## src/rtl/pc_sequencer.sv

```systemverilog
// Program-counter sequencer: steps the instruction address, applies
// PC-relative branches and calls, returns through a small LIFO stack and
// runs the start/halt/done handshake with the harness.
//
// state  | meaning
// -------+-----------------------------------------------------------
// IDLE   | waiting for start after reset; PC parked at 0
// RUN    | executing, one instruction per cycle unless stalled
// HALTED | halt instruction seen; PC held, done high until restart
module pc_sequencer #(
    parameter int D           = 12,
    parameter int STACK_DEPTH = 4
) (
    input  logic         Clk,
    input  logic         Reset,
    input  logic         start,
    input  logic         stall,
    input  logic         halt,
    input  logic         branch_en,
    input  logic         taken,
    input  logic         call_en,
    input  logic         ret_en,
    input  logic [D-1:0] target,
    output logic [D-1:0] prog_ctr,
    output logic         running,
    output logic         done,
    output logic         stack_err
);

    localparam int IDX_W = $clog2(STACK_DEPTH);
    // One extra bit so that "full" (sp == STACK_DEPTH) is representable.
    localparam int SP_W  = IDX_W + 1;

    typedef enum logic [1:0] {
        IDLE   = 2'd0,
        RUN    = 2'd1,
        HALTED = 2'd2
    } state_t;

    state_t          state, state_nxt;
    logic [D-1:0]    pc_nxt;
    logic            running_nxt, done_nxt, err_nxt;
    logic [SP_W-1:0] sp, sp_nxt, sp_dec;
    logic            push;
    logic [D-1:0]    pc_inc, pc_tgt;
    logic            stack_empty, stack_full;
    logic [D-1:0]    stack_mem [STACK_DEPTH];

    assign pc_inc      = prog_ctr + D'(1);
    // target is two's complement; a plain D-bit add gives the signed,
    // silently wrapping PC-relative result.
    assign pc_tgt      = prog_ctr + target;
    assign sp_dec      = sp - SP_W'(1);
    assign stack_empty = (sp == '0);
    assign stack_full  = (sp == SP_W'(STACK_DEPTH));

    // State, PC, flags and stack pointer registers with synchronous reset.
    always_ff @(posedge Clk) begin
        if (Reset) begin
            state     <= IDLE;
            prog_ctr  <= '0;
            running   <= 1'b0;
            done      <= 1'b0;
            stack_err <= 1'b0;
            sp        <= '0;
        end else begin
            state     <= state_nxt;
            prog_ctr  <= pc_nxt;
            running   <= running_nxt;
            done      <= done_nxt;
            stack_err <= err_nxt;
            sp        <= sp_nxt;
        end
    end

    // Return-address storage; contents are meaningless below the pointer
    // so no reset is needed.
    always_ff @(posedge Clk) begin
        if (push) begin
            stack_mem[sp[IDX_W-1:0]] <= pc_inc;
        end
    end

    // Next-state, next-PC and stack control. Within RUN the if/else chain
    // encodes halt > ret > call > taken branch > sequential step, which also
    // guarantees push and pop never happen together.
    always_comb begin
        state_nxt   = state;
        pc_nxt      = prog_ctr;
        running_nxt = running;
        done_nxt    = done;
        err_nxt     = stack_err;
        sp_nxt      = sp;
        push        = 1'b0;

        unique case (state)
            IDLE: begin
                if (start) begin
                    state_nxt   = RUN;
                    pc_nxt      = '0;
                    running_nxt = 1'b1;
                    done_nxt    = 1'b0;
                    sp_nxt      = '0;
                end
            end

            RUN: begin
                if (!stall) begin
                    if (halt) begin
                        state_nxt   = HALTED;
                        running_nxt = 1'b0;
                        done_nxt    = 1'b1;
                    end else if (ret_en) begin
                        if (!stack_empty) begin
                            pc_nxt = stack_mem[sp_dec[IDX_W-1:0]];
                            sp_nxt = sp_dec;
                        end else begin
                            pc_nxt  = pc_inc;
                            err_nxt = 1'b1;
                        end
                    end else if (call_en) begin
                        pc_nxt = pc_tgt;
                        if (!stack_full) begin
                            push   = 1'b1;
                            sp_nxt = sp + SP_W'(1);
                        end else begin
                            err_nxt = 1'b1;
                        end
                    end else if (branch_en && taken) begin
                        pc_nxt = pc_tgt;
                    end else begin
                        pc_nxt = pc_inc;
                    end
                end
            end

            HALTED: begin
                if (start) begin
                    state_nxt   = RUN;
                    pc_nxt      = '0;
                    running_nxt = 1'b1;
                    done_nxt    = 1'b0;
                    sp_nxt      = '0;
                end
            end

            default: begin
                state_nxt   = IDLE;
                pc_nxt      = '0;
                running_nxt = 1'b0;
                done_nxt    = 1'b0;
                sp_nxt      = '0;
            end
        endcase
    end

endmodule

```

## config.mk

```make
export PLATFORM = sky130hd
export DESIGN_NAME = pc_sequencer
export DESIGN_NICKNAME = d
export VERILOG_FILES = /design/src/rtl/pc_sequencer.sv
export SDC_FILE = /design/constraint.sdc
export NUM_CORES = 1
export LEC_CHECK = 0
export BUFFER_PORTS_ARGS = -buffer_cell sky130_fd_sc_hd__buf_2
export CAP_MARGIN = 20
export CORE_ASPECT_RATIO = 1.25
export CORE_MARGIN = 2
export CORE_UTILIZATION = 30
export CTS_CLUSTER_SIZE = 24
export DETAILED_ROUTE_END_ITERATION = 8
export GPL_ROUTABILITY_DRIVEN = 1
export GPL_TIMING_DRIVEN = 0
export PLACE_DENSITY_LB_ADDON = 0.08
export SYNTH_ARGS = -nofsm -noshare
export SYNTH_HDL_FRONTEND = slang
export SYNTH_SLANG_ARGS = --single-unit
```

## constraint.sdc

```tcl
create_clock -name Clk -period 4.6 [get_ports Clk]
set_input_delay 0.69 -clock Clk [delete_from_list [all_inputs] [get_ports Clk]]
set_output_delay 0.69 -clock Clk [all_outputs]
set_load 0.03 [all_outputs]
```

==> impl_results.md <==
* Run status: finished clean
* Tightest Pin Transition at ~0.86 ns
* CP Max Fanout at 10
* Clk_lat worst skew at between 0.3 and 0.4 ns
* Max incr delay on CP at about 0.7 ns
* Initial antenna violation count at 0
* Fin. max-slew vios at 0
* Row cnt at 44
* Number of synthesis warnings at 0
* Slowest cell on crit path: mux2i_1
* Initial Util at a little under a third
* CTS root buffer: clkbuf_16
* Clock network power share at 45.3%
* Register area at around 1800 sq um
* Crit path cell chain: clkbuf_8 -> buf_2 -> inv_1 -> ha_1 -> ha_1 -> mux2i_1 -> o221a_2 -> or4b_1 -> nand3_1
* Area grow syn2layout at 18.2%
* RSZ-0062 raised after global routing: false
* Crit path top cell by count: ha_1
* Sw Pwr at between 0.3 and 0.4 mW
* Setup Buffers After CTS at 0
* WL final at roughly 9000 um
* Fillers at 1184
* CTS tree: done
* DRT iter0 DRCs at 95
* Most common cell after layout, fill and taps aside: edfxtp_1
* I/O Buffers at 33
* Synth top area share at between 40 and 50%
* PD cells at between 300 and 400 nW/um^2
* Wirelength per Cell at roughly 18 um
* Static Leak at about 1.6 nW
* Max_cap viols at 0
* Most frequent cells in the layout: edfxtp_1, buf_2, nor2_1
* Die Y at 126 um
* Clk slew on worst S/H paths at 0.06 ns
* Nets@finish at 375
* Crit Path Category: reg2reg
* Synth Flop Type: edfxtp_1
* Vias in the first global route at 2518
* FMAX at approximately 320 MHz
* First-pass DRT Iterations at 4
* Worst hold path type: reg2reg
* Total grt overflow at 0
* Fin. Hold Viols at 0
* Max VDD drop at roughly 0.17 mV
* DIE WIDTH at 102 um
* Top cells by area, synth: edfxtp_1, dfxtp_1, mux4_2, ha_1, xnor2_1
* Flop-to-flop setup slack at between 1 and 1.5 ns
* Multi-input gate area at between 1500 and 2000 sq um
* Crit. End Element: register
* Switching share of power at around a quarter
* Mapped Area at 3580 sq um
* CP Launch Type: register
* Final routed DRC violation total at 0
* FFs w/ async S/R, synth at 0%
* Die Footprint at 12800 sq um
* Slew HR at 41.1%
* # H-tree levels at 3
* Routed via count at about 2500
* Core box area at 11600 sq um
* Post-CTS resize count at 0
* Gr usage total at between 10% and 20%
* Boundary pin count at 36
* Final GP Congestion at around 0.76
* Clock Skews at between 0.005 and 0.006 ns
* Synth area leader: edfxtp_1
* # diodes at 0
* WP data arrival at about 3.4 ns
* Mean post-synth cell area at around 12 sq um
* Post-layout util at 36.5%
* Seq pwr share at around 45%
* First-pass GRT wire length at between 10000 and 15000 um
* Post-DP HPWL at ~6500 um
* Min cycle time layout at 3.16 ns
* Largest net degree at the start of global routing at 13
* Post-route ant nets at 0
* Post-synth EDFFs at 48
* Required @ worst endpoint at just under 5 ns
* Final Cycle Share at 68.6%
* CTS Hold Bufs at 0
* Share of layout cells above drive strength 1 at about 23%
* Comb power frac at about a tenth
* Gate Count Post-Synth at roughly 290
* Yosys reg bits at 67
* Setup tns final at 0 ns
* Int Pwr at 1.12 mW
* Deepest clock path buffer count at 2
* # setup viols final at 0
* Post-synth cell types at 63
* Total CTS buffers at 9
* Seq/Total Area, Yosys at between 50% and 60%
* Clock sink total at 67
* Synthesized Nets at ~330
* Vias per cell at approximately 5
-- cells in the mapped netlist, types with 3 or more instances --
library cell and number:
clkbuf_1 4, nand2_1 17, nor2b_1 3, nor2_1 20, ha_1 18, mux2i_1 4
nand2b_1 3, a21o_1 5, o21ai_0 17, o21a_1 4, nand3b_1 3, nand4_1 3
and2_1 4, inv_1 8, edfxtp_1 48, xnor2_1 11, nand3_1 7, o221ai_1 6
dfxtp_1 19, and4_1 4, mux4_2 11, nor3_1 4, o211ai_1 4, a21oi_1 12
o22ai_1 3
-- worst paths after layout --
path	startpoint	end	depth (start not counted)
setup reg to reg	sp[0]$_SDFFE_PP0P_	prog_ctr[7]$_SDFFE_PP0P_	9
hold reg to reg	stack_err$_SDFFE_PP0P_	stack_err$_SDFFE_PP0P_	2
hold / removal	stack_err$_SDFFE_PP0P_	stack_err$_SDFFE_PP0P_	2
setup / recovery	sp[0]$_SDFFE_PP0P_	prog_ctr[7]$_SDFFE_PP0P_	9
-- flip-flops by register name, summed over array words and instances, names as in the netlist --
register,flops
state,1
sp,3
stack_mem,48
running,1
stack_err,1
done,1
prog_ctr,12
-- final cells by class --
cell class                      instances  area share, %
Buffer                                 11           1.57
Clock buffer                           10           5.41
Clock inverter                          5           1.30
Inverter                                8          0.709
Multi-Input combinational cell        205           39.4
Sequential cell                        67           43.0
Tap cell                              161           4.76
Timing Repair Buffer                   33           3.90
-- stage by stage --
step	area (sq um)	std cells	total power [mW]	setup WS, ns	hold WS [ns]
5_1_grt	4240	500	1.53	1.16	0.512
4_1_cts	4240	500	1.49	1.41	0.480
6_report	4240	500	1.47	1.44	0.480
3_3_place_gp	3950	485	0.817	1.46	0.461
3_5_place_dp	3950	485	0.817	1.43	0.465
2_1_floorplan	3580	291	0.769	2.02	0.485
-- routing by layer --
layer,global-route usage (%),part of all wire [%],vias up
met1,21.0,46,1233
met5,0,0,-
met3,3.11,3.0,9
li1,-,-,1219
met2,23.4,50,40
met4,5.25,1.6,0
-- power groups by stage --
stage               combinational (mW)  sequential (mW)  clock, mW
detailed placement               0.147            0.670          0
global placement                 0.147            0.670          0
finish                           0.145            0.657      0.666
CTS                              0.148            0.657      0.685
floorplan                       0.0948            0.674          0
global route                     0.165            0.658      0.703
-- logic make-up after synthesis --
logic type / count (synthesis) / synth area share (%)
multiplexers: 17 / 9.08
AO/OA/AOI/OAI: 72 / 13.9
AND/OR/NAND/NOR: 83 / 13.1
XOR/XNOR: 14 / 3.63
buffers and inverters: 19 / 2.69
adder cells (fa/ha/maj): 19 / 6.84
flip-flops: 67 / 50.8
-- worst max-delay path: cells and delay by family (launching register included) --
| kind | cells | cell delay [ns] |
|---|---|---|
| AO/OA/AOI/OAI | 1 | 0.35 |
| adder cells (fa/ha/maj) | 2 | 0.53 |
| buffers and inverters | 3 | 0.61 |
| flip-flops | 1 | 0.37 |
| multiplexers | 1 | 0.71 |
| AND/OR/NAND/NOR | 2 | 0.52 |
No activity file was read; power rests on OpenSTA's default activity.
